[config.mk]
export PLATFORM = sky130hd
export DESIGN_NAME = fp_mul_result_collector
export DESIGN_NICKNAME = d
export VERILOG_FILES = /design/src/rtl/fp_mul_result_collector.sv
export SDC_FILE = /design/constraint.sdc
export NUM_CORES = 1
export LEC_CHECK = 0
export ABC_AREA = 0
export ABC_CLOCK_PERIOD_IN_PS = 5270
export CORE_AREA = 2 2 156 158
export CTS_BUF_LIST = sky130_fd_sc_hd__clkbuf_16
export DETAILED_ROUTE_END_ITERATION = 12
export DIE_AREA = 0 0 158 160
export PLACE_DENSITY = 0.62
export SYNTH_ARGS = -nofsm -noshare
export SYNTH_HDL_FRONTEND = slang
export SYNTH_SLANG_ARGS = --single-unit
export TNS_END_PERCENT = 5
[constraint.sdc]
create_clock -name CLK -period 5.27 [get_ports CLK]
set_input_delay 1.054 -clock CLK [delete_from_list [all_inputs] [get_ports CLK]]
set_output_delay 1.054 -clock CLK [all_outputs]
set_load 0.03 [all_outputs]
[src/rtl/fp_mul_result_collector.sv]
// fp_mul_result_collector: tags multiplier issues, buffers results in a
// FIFO and hands them downstream as packed IEEE-754 words.
module fp_mul_result_collector #(
  parameter int LAT   = 3,
  parameter int DEPTH = 4,
  parameter int TAG_W = 4,
  parameter int CNT_W = 16
) (
  input  logic             CLK,
  input  logic             RST,
  input  logic             iss_valid,
  input  logic [TAG_W-1:0] iss_tag,
  output logic             iss_ready,
  input  logic             Sz,
  input  logic [7:0]       Ez,
  input  logic [22:0]      Mz,
  input  logic [4:0]       mul_flags,
  output logic             res_valid,
  input  logic             res_ready,
  output logic [31:0]      res_data,
  output logic [4:0]       res_flags,
  output logic [TAG_W-1:0] res_tag,
  output logic [4:0]       sticky,
  input  logic             sticky_clr,
  output logic [CNT_W-1:0] res_count
);

  localparam int AW = $clog2(DEPTH);
  localparam int SW = $clog2(LAT + DEPTH + 1);

  typedef struct packed {
    logic [31:0]      data;
    logic [4:0]       flags;
    logic [TAG_W-1:0] tag;
  } entry_t;

  logic [LAT-1:0]   pv;
  logic [TAG_W-1:0] pt [LAT];

  entry_t        mem [DEPTH];
  logic [AW-1:0] wr_ptr;
  logic [AW-1:0] rd_ptr;
  logic [AW:0]   occ;

  logic [SW-1:0] inflight;
  logic          issue;
  logic          cap;
  logic          pop;
  logic          full;
  logic          wr_en;
  entry_t        head;
  entry_t        cap_e;

  // Count issues still travelling through the multiplier.
  always_comb begin
    inflight = '0;
    for (int i = 0; i < LAT; i++)
      inflight = inflight + SW'(pv[i]);
  end

  // Credit, capture and pop decisions for this cycle.
  always_comb begin
    iss_ready = (inflight + SW'(occ)) < SW'(DEPTH);
    issue     = iss_valid & iss_ready;
    cap       = pv[LAT-1];
    full      = occ == (AW+1)'(DEPTH);
    res_valid = occ != '0;
    pop       = res_valid & res_ready;
    wr_en     = cap & (~full | pop);
    cap_e     = {Sz, Ez, Mz, mul_flags, pt[LAT-1]};
    head      = mem[rd_ptr];
  end

  // Head of the FIFO is presented only while it holds data.
  always_comb begin
    res_data  = '0;
    res_flags = '0;
    res_tag   = '0;
    if (res_valid) begin
      res_data  = head.data;
      res_flags = head.flags;
      res_tag   = head.tag;
    end
  end

  // Tag pipeline mirroring the fixed multiplier latency.
  always_ff @(posedge CLK or posedge RST) begin
    if (RST) begin
      pv <= '0;
      for (int i = 0; i < LAT; i++)
        pt[i] <= '0;
    end else begin
      pv[0] <= issue;
      pt[0] <= iss_tag;
      for (int i = 1; i < LAT; i++) begin
        pv[i] <= pv[i-1];
        pt[i] <= pt[i-1];
      end
    end
  end

  // Result storage; contents are qualified by occ, so no reset.
  always_ff @(posedge CLK) begin
    if (wr_en)
      mem[wr_ptr] <= cap_e;
  end

  // FIFO pointers and occupancy.
  always_ff @(posedge CLK or posedge RST) begin
    if (RST) begin
      wr_ptr <= '0;
      rd_ptr <= '0;
      occ    <= '0;
    end else begin
      if (wr_en)
        wr_ptr <= wr_ptr + 1'b1;
      if (pop)
        rd_ptr <= rd_ptr + 1'b1;
      unique case ({wr_en, pop})
        2'b10:   occ <= occ + 1'b1;
        2'b01:   occ <= occ - 1'b1;
        default: occ <= occ;
      endcase
    end
  end

  // Sticky exception flags; a capture in the clear cycle survives.
  always_ff @(posedge CLK or posedge RST) begin
    if (RST)
      sticky <= '0;
    else
      sticky <= (sticky_clr ? 5'b0 : sticky)
              | (cap ? mul_flags : 5'b0);
  end

  // Saturating count of results handed downstream.
  always_ff @(posedge CLK or posedge RST) begin
    if (RST)
      res_count <= '0;
    else if (pop && res_count != '1)
      res_count <= res_count + 1'b1;
  end

  // Credits make a capture into a full, non-popping FIFO impossible.
  always @(posedge CLK) begin
    if (!RST)
      assert (!(cap && full && !pop))
        else $error("capture into full FIFO dropped");
  end

endmodule

* Word-level counts from Yosys, hierarchy flattened
Memories as Yosys holds them, arrays and structs flattened.
Index checks and enable logic that the tools add are counted.
** Word-level totals
- Output and inout bits :: 64
- Word-level logic and storage cells :: 40
- Memories :: 1
- Register bits after elaboration :: 43
- Memory bits (writable) :: 164
- Input port bits :: 46
** Memories
- mem :: depth 4, width 41, read ports 1, clocked after memory_dff 0, wr ports 1, RTL line 40 : entry_t mem [DEPTH];
** Operators by class
- Mux-type cells :: 8
- $add $sub $neg :: 8
- Equality and inequality tests :: 4
- Bitwise operators :: 6
- Reductions and logical operators :: 3
- $lt $le $gt $ge :: 1
** Operators with widths (number)
- two-way mux 32 bit :: 1
- adder 16 x 1 -> 16 bit (second input constant) :: 1
- != test 16 bit (second input constant) :: 1
- two-way mux 5 bit :: 3
- one-hot mux 3 bit (2 select lines) :: 1
- OR 5 bit :: 1
- adder 2 x 1 -> 2 bit (second input constant) :: 2
- two-way mux 4 bit :: 1
- adder 2 x 1 -> 3 bit :: 1
- adder 3 x 1 -> 3 bit (second input constant) :: 1
- adder 3 bit :: 1
- bitwise AND 1 bit :: 3
- == test 3 bit (second input constant) :: 1
- < comparator 3 bit (second input constant) :: 1
- nonzero test 3 bit :: 1
- subtractor 3 x 1 -> 3 bit (second input constant) :: 1
- adder 1 x 1 -> 2 bit :: 1
- == test 2 x 1 -> 1 bit (second input constant) :: 1
- == test 2 bit (second input constant) :: 1
- two-way mux 1 bit :: 2
- nonzero test 2 bit :: 1
- logical AND 1 bit :: 1
- inverter 1 bit :: 1
- OR 1 bit :: 1

* Depth between registers and ports, before layout
Gate-level depths: netlist of run 1.
- Depth after elaboration :: 6
- Mapped depth :: 9
- Gate-level depth less buffers :: 8

* Least setup slack after synthesis of run 1
Ideal clock, no wire load.
- Path kind :: input to register
- From :: in res_ready
- To :: mem mem[0][0] (netlist bit) (enable)
- Setup time :: 0.402 ns
- Path buffers :: 1
- Data required time :: 4.868 ns
- Slack :: 2.425 ns
- Arrival :: 2.443 ns
- Cell stages on the path :: 3
- Cells stage by stage :: clkbuf_8 o41a_1 and2_1
** Between the ends
- Longest elaborated chain between the ends :: 5
** RTL lines
- start, declared :: RTL line 19 : input logic res_ready,
- bitwise AND 1 bit :: RTL line 68 : pop = res_valid & res_ready;
- OR 1 bit :: RTL line 69 : wr_en = cap & (~full | pop);
- bitwise AND 1 bit :: RTL line 69
- two-way mux 1 bit :: RTL line 104 : if (wr_en)
- two-way mux 1 bit (not written as such) :: RTL line 105 : mem[wr_ptr] <= cap_e;
- end, declared :: RTL line 40
No other way between the ends.

* Worst setup path in the final report of run 1
- From :: reg rd_ptr[0]
- To :: out res_data[25]
** Between the ends
- Longest elaborated chain between the ends :: 2
** RTL lines
- start, declared :: RTL line 42 : logic [AW-1:0] rd_ptr;
- start signal, assigned :: RTL line 118 : rd_ptr <= rd_ptr + 1'b1;
- memory (4 x 41 bit)
- two-way mux 32 bit :: RTL line 79 : if (res_valid) begin
- end, declared :: RTL line 20 : output logic [31:0] res_data,
No other way between the ends.

==> results of run 1 <==
routing by layer:
metal	share of wire	global-route usage	vias to the layer above	wire length [um]
li1	-	-	1890	-
met1	0.41	0.161	2147	6470
met2	0.51	0.220	119	8120
met3	0.069	0.0345	27	1110
met4	0.015	0.0291	0	246
met5	0	0	-	0
final timing paths:
kind                       startpoint  slack, ps  cells after the start      endpoint
setup reg to reg               occ[1]       2520                      9        occ[2]
setup / recovery            rd_ptr[0]       1300                      3  res_data[25]
hold reg to reg                 pt[9]        350                      0         pt[5]
max in group asynchronous         RST       3840                      3     rd_ptr[0]
hold / removal                  pt[9]        350                      0         pt[5]
min in group asynchronous         RST       1000                      3         pt[8]
flip-flops by register name (all words and copies together) (netlist names):
| signal | flops |
|---|---|
| rd_ptr | 2 |
| pv | 3 |
| cap_e | 4 |
| res_count | 16 |
| sticky | 5 |
| mem | 164 |
| pt | 8 |
| occ | 3 |
| wr_ptr | 2 |
synthesized netlist by cell type (4+ instances only):
cell / number / area, um2
nor2b_1: 42 / 263
clkbuf_1: 8 / 30.0
xor2_1: 7 / 61.3
buf_2: 5 / 25.0
edfxtp_1: 164 / 4920
dfrtp_1: 43 / 1080
nand2_1: 13 / 48.8
xnor2_1: 11 / 96.3
nand3_1: 5 / 25.0
ha_1: 6 / 75.1
mux4_2: 41 / 923
o21ai_0: 9 / 45.0
a21oi_1: 5 / 25.0
inv_1: 13 / 48.8
nor3_1: 4 / 20.0
and2_1: 6 / 37.5
per-stage QoR:
step | power (mW) | instances | utilization
finish | 6.05 | 887 | 0.434
floorplan | 3.76 | 428 | -
global route | 6.37 | 887 | 0.434
CTS | 6.16 | 887 | 0.434
global placement | 4.58 | 847 | 0.404
detailed placement | 4.62 | 847 | 0.404
power breakdown:
part | switching [mW] | total [mW] | internal, mW | leakage [nW]
Combinational | 1.13 | 2.17 | 1.04 | 1.15
Clock | 0.594 | 1.51 | 0.915 | 0.375
Sequential | 0.327 | 2.37 | 2.05 | 2.02
Total | 2.05 | 6.05 | 4.00 | 3.55
layout make-up:
class                   instances  area (um2)
repair buffers                115        1140
well taps                     324         405
clock inverters                16         123
multi-input cells             188        2030
fillers                      2159       13500
clock buffers                  24         601
inverters                      13        48.8
flip-flops and latches        207        6010
layout by cell type (no fill, tap or decap), types with 4 or more instances in the layout:
master,instances
clkinv_2,5
edfxtp_1,164
dfrtp_1,41
clkdlybuf4s50_1,109
ha_1,6
o21ai_0,9
nand3_1,5
clkinv_1,4
inv_1,17
nor3_1,4
mux4_2,41
nand2_1,13
xnor2_1,11
nor2b_1,42
a21oi_1,5
buf_4,6
clkbuf_16,24
and2_2,4
xor2_1,7
cells by family (layout without fill, tap and decap cells):
logic type,Yosys count,after routing,synth area share
AOI/OAI and AO/OA,25,25,0.0211
adders and majority gates,8,8,0.0141
DFF,207,207,0.732
and+or+nand+nor,92,92,0.0727
buffers and inverters,33,168,0.0215
muxes,45,45,0.119
xor gates and xnor gates,18,18,0.0192
==> reports/results.ini, run 1 <==
[status]
status = complete, no violations

[sta]
finalCritPeriodShare = 0.753
finalHoldViolCount = 0
worst_pin_slew_ps = 1110
timing_max_transition_violations_final = 0
finalClockSkew_ps = 13.9
grt_setup_unrepaired = false
timing.final.crit_period_ps = 3970
fmax_mhz = 252
fin_ws_ps = 1300
finalHoldWorstSlack_ps = 349
setup_tns_ps = 0
setup_violations = 0
max-slew-margin-rel = 0.257

[setup_path]
critical_path.max_fanout = 43
timing.critical_path.to_type = output pin
kind_of_start_point_of_the_critical_path = flop
cp_data_required_time_ps = 4220
critical_path.cell_chain = mux4_2 -> nor2b_1 -> clkdlybuf4s50_1
ws_path_type = flop to output pin
worst_path_dominant_cell_family = flip-flops
critical_path.slowest_cell = dfrtp_4
timing.critical_path.slowest_cell_delay_ps = 1010
critical_path_arrival_ps = 2910
critPathBufInv = 1

[detailed_routing]
route.detailed.vias_per_inst = 4.72
routed_wirelength_um = 15900
drt-initial-drc-count = 239
routedWlPerCell_um = 18.0
route.detailed.drc = 0
detailroute.via_count = 4183
drt_pass1_iterations = 4
antenna_violating_nets_post_route = 0

[global_routing]
vias_in_the_first_global_route = 4461
antenna_found_initial = 0
grt_overflow = 0
track_usage = 0.128
largest_net_degree_at_the_start_of_global_routing = 44
first_pass_grt_wire_length_um = 24800

[clock_network]
postCtsResizedCells = 0
tritoncts_num_sinks = 207
clock_tree.buffer_depth = 3
cts.reportedPaths.clkPinSlew_ps = 60
post_cts.repair.setup_buffers = 0
tritoncts_clock_tree = yes
cts_hold_repair.buffers = 0
cts.root.buffer_cell = clkbuf_16
clk_latency_ps = 490
numCtsBuffers = 23
cts_max_level = 1

[placed_design]
detailed_place_hpwl_um = 9720
globalplace.congestion = 0.802
quantity_of_i_o_buffers_inserted_on_ports = 109
detailed_place.area_um2 = 9620
pre_cts_ws_ps = 1620

[floorplan]
floorplan.io_pins = 110
fp.dieW_um = 158
die_height_um = 160
starting_utilization_of_the_core_area = 0.344
floorplan.core_area_um2 = 23800
placement_rows = 57
design.die.area_um2 = 25300

[synthesis]
postSynthCellCount = 428
average_size_of_a_mapped_cell_um2 = 19.1
ys_async_sr_fraction = 0.208
synth.yosys.seq_area_share = 0.732
synthesis.nets = 482
synth.yosys.warnings = 0
synth-seq-cells = 207
number_of_enable_flip_flop_cells_after_synthesis = 164
synth-main-ff-cell = edfxtp_1
yosysUniqueCellTypes = 52
synth_area_um2 = 8190

[final_layout]
n_antenna_cell = 0
postLayoutCellArea_um2 = 10300
final_nets = 602
layout_cell_share_with_drive_strength_beyond_1 = 0.176
area.growth.synth_to_final_pct = 26.3

[power_and_ir_drop]
power.leakage_nw = 3.55
cellPowerDensity_nw_per_um2 = 585
vdd.ir_drop.worst_mv = 0.307

[job]
drv_cap = 0

[worst_hold_path]
timing.hold.worst.class = flop to flop

Power figures use the tool's default switching activity.
==> run 2, diff against run 1 <==
ABC_CLOCK_PERIOD_IN_PS = 3200   (was 5270)
PLACE_DENSITY = 0.64   (was 0.62)
clock period = 3.2 ns   (was 5.27 ns; I/O delays follow)
==> reports/results.ini, run 2 (synthesized netlist as in run 1, its figures left out) <==
[setup_path]
kind_of_start_point_of_the_critical_path = flop
critical_path_arrival_ps = 2400  ; -510 ps
critical_path.max_fanout = 2  ; -95%
cp_data_required_time_ps = 2560  ; -1660 ps
timing.reg2reg.worst_path_depth = 8  ; -1
ws_path_type = flop to output pin
timing.critical_path.to_type = output pin

[final_layout]
post-route-util = 0.438  ; +0.00368
largest_register_ffs = 164  ; unchanged
area.growth.synth_to_final_pct = 27.4
layout_cell_share_with_drive_strength_beyond_1 = 0.184  ; +0.00837
leading_registers_by_flop_count = mem (164), res_count (16), pt (8)
final_nets = 610  ; +1.3%
n_antenna_cell = 0  ; unchanged
largest-register = mem
final_common_cell = edfxtp_1
layout.cells.most_common_list = edfxtp_1 (164), clkdlybuf4s50_1 (77), nor2b_1 (42), mux4_2 (41), dfrtp_1 (41)
filler_cell_count = 2122  ; -1.7%

[worst_hold_path]
timing.hold.worst.class = flop to flop
worst_hold_path.num_cells = 0  ; unchanged

[detailed_routing]
route.detailed.vias_per_inst = 4.71  ; about the same
drt-initial-drc-count = 166  ; -31%
routed_wirelength_um = 15700  ; -1.3%
routedWlPerCell_um = 17.6  ; -2.1%
detailroute.via_count = 4212  ; +0.69%
antenna_violating_nets_post_route = 0  ; unchanged
route.detailed.drc = 0  ; unchanged
drt_pass1_iterations = 4  ; unchanged

[sta]
finalHoldViolCount = 0  ; unchanged
setup_tns_ps = 0  ; unchanged
timing_max_transition_violations_final = 0  ; unchanged
worst_pin_slew_ps = 644  ; -471 ps
max-slew-margin-rel = 0.571  ; +0.314
grt_setup_unrepaired = false
finalCritPeriodShare = 0.951
fmax_mhz = 329
finalClockSkew_ps = 11.5  ; -2.34 ps
fin_ws_ps = 158  ; -1150 ps
setup_violations = 0  ; unchanged
timing.final.crit_period_ps = 3040

[global_routing]
track_usage = 0.127  ; -0.000912
grt_overflow = 0  ; unchanged
antenna_found_initial = 0  ; unchanged
first_pass_grt_wire_length_um = 24900  ; +0.28%
vias_in_the_first_global_route = 4581  ; +2.7%
largest_net_degree_at_the_start_of_global_routing = 44  ; unchanged

[floorplan]
starting_utilization_of_the_core_area = 0.344  ; unchanged
die_height_um = 160  ; unchanged
floorplan.core_area_um2 = 23800  ; unchanged
design.die.area_um2 = 25300  ; unchanged
placement_rows = 57  ; unchanged
floorplan.io_pins = 110  ; unchanged
fp.dieW_um = 158  ; unchanged

[power_and_ir_drop]
cellPowerDensity_nw_per_um2 = 948  ; +62%
power.leakage_nw = 3.67  ; +3.4%
vdd.ir_drop.worst_mv = 0.511  ; +66%

[placed_design]
pre_cts_ws_ps = 329  ; -1290 ps
detailed_place_hpwl_um = 9890  ; +1.8%
quantity_of_i_o_buffers_inserted_on_ports = 109  ; unchanged
globalplace.congestion = 0.754  ; -6.0%

[clock_network]
numCtsBuffers = 23  ; unchanged
tritoncts_num_sinks = 207  ; unchanged
clock_tree.buffer_depth = 3  ; unchanged
post_cts.repair.setup_buffers = 0  ; unchanged
cts.root.buffer_cell = clkbuf_16
tritoncts_clock_tree = yes
cts.reportedPaths.clkPinSlew_ps = 60  ; about the same
clk_latency_ps = 490  ; about the same
cts_max_level = 1  ; unchanged

[job]
drv_cap = 0  ; unchanged

[status]
status = complete, no violations

==> run 2: changes by cell type in the layout (fill, tap and decap cells not counted), sizes merged <==
cell	previous run	this run
buf	6	14
bufinv	2	3
inv	17	21
clkbuf	24	23
clkinv	9	3
clkinvlp	1	2
clkdlybuf4s50	109	77
dlygate4sd2	0	32
==> run 2: metrics by stage <==
step / cell area (um2) / instances / hold WS, ps / power [mW]
final: 10400 / 894 / 347 / 9.90
after global routing: 10400 / 894 / 355 / 10.4
after CTS: 10400 / 894 / 347 / 10.1
after detailed placement: 9750 / 855 / 335 / 7.75
after global placement: 9750 / 855 / 334 / 7.68
after floorplan: 8190 / 428 / 331 / 6.19
==> run 2: critical path, stage by stage, from the launching register on <==
cell and delay [ps]:
dfrtp_1 400, fa_1 430, ha_1 280, a31oi_1 220, xnor2_1 160, dlygate4sd2_1 420
==> run 2: final timing paths <==
path | start | slack (ps) | endpoint
worst min register to register | pt[4] | 350 | cap_e[0]
max in group asynchronous | RST | 2190 | rd_ptr[0]
min in group asynchronous | RST | 590 | sticky[2]
worst max register to register | occ[1] | 820 | occ[2]
worst min-delay path | pt[4] | 350 | cap_e[0]
worst max-delay path | pv[0] | 160 | iss_ready
==> run 2: final cells by class <==
type                       count  area [um2]  share of cell area
inverter                      13        48.8             0.00468
clock buffer                  23         576              0.0552
clock inverter                16         153              0.0146
multi-input combinational    188        2030               0.194
timing repair buffer         123        1220               0.117
tap                          324         405              0.0389
sequential                   207        6010               0.576
==> run 2: what timing repair did <==
action / 4_1_cts / 5_1_grt
hold buffers: 0 / 0
endpoints found under the hold margin: 0 / 0
endpoints found under the setup margin: 32 / 0
resized for setup: 32 / 0
==> run 2: per-layer routing <==
metal	track usage	up-vias	wire [um]
met3	0.0280	22	811
met2	0.213	112	7860
met4	0.0311	0	261
met1	0.169	2176	6790
li1	-	1902	-
met5	0	-	0
==> run 2: report_power, final <==
part           leakage [nW]  internal [mW]  switching (mW)
clock                 0.375           1.54           0.974
combinational          1.27           1.60            2.10
sequential             2.02           3.37           0.311
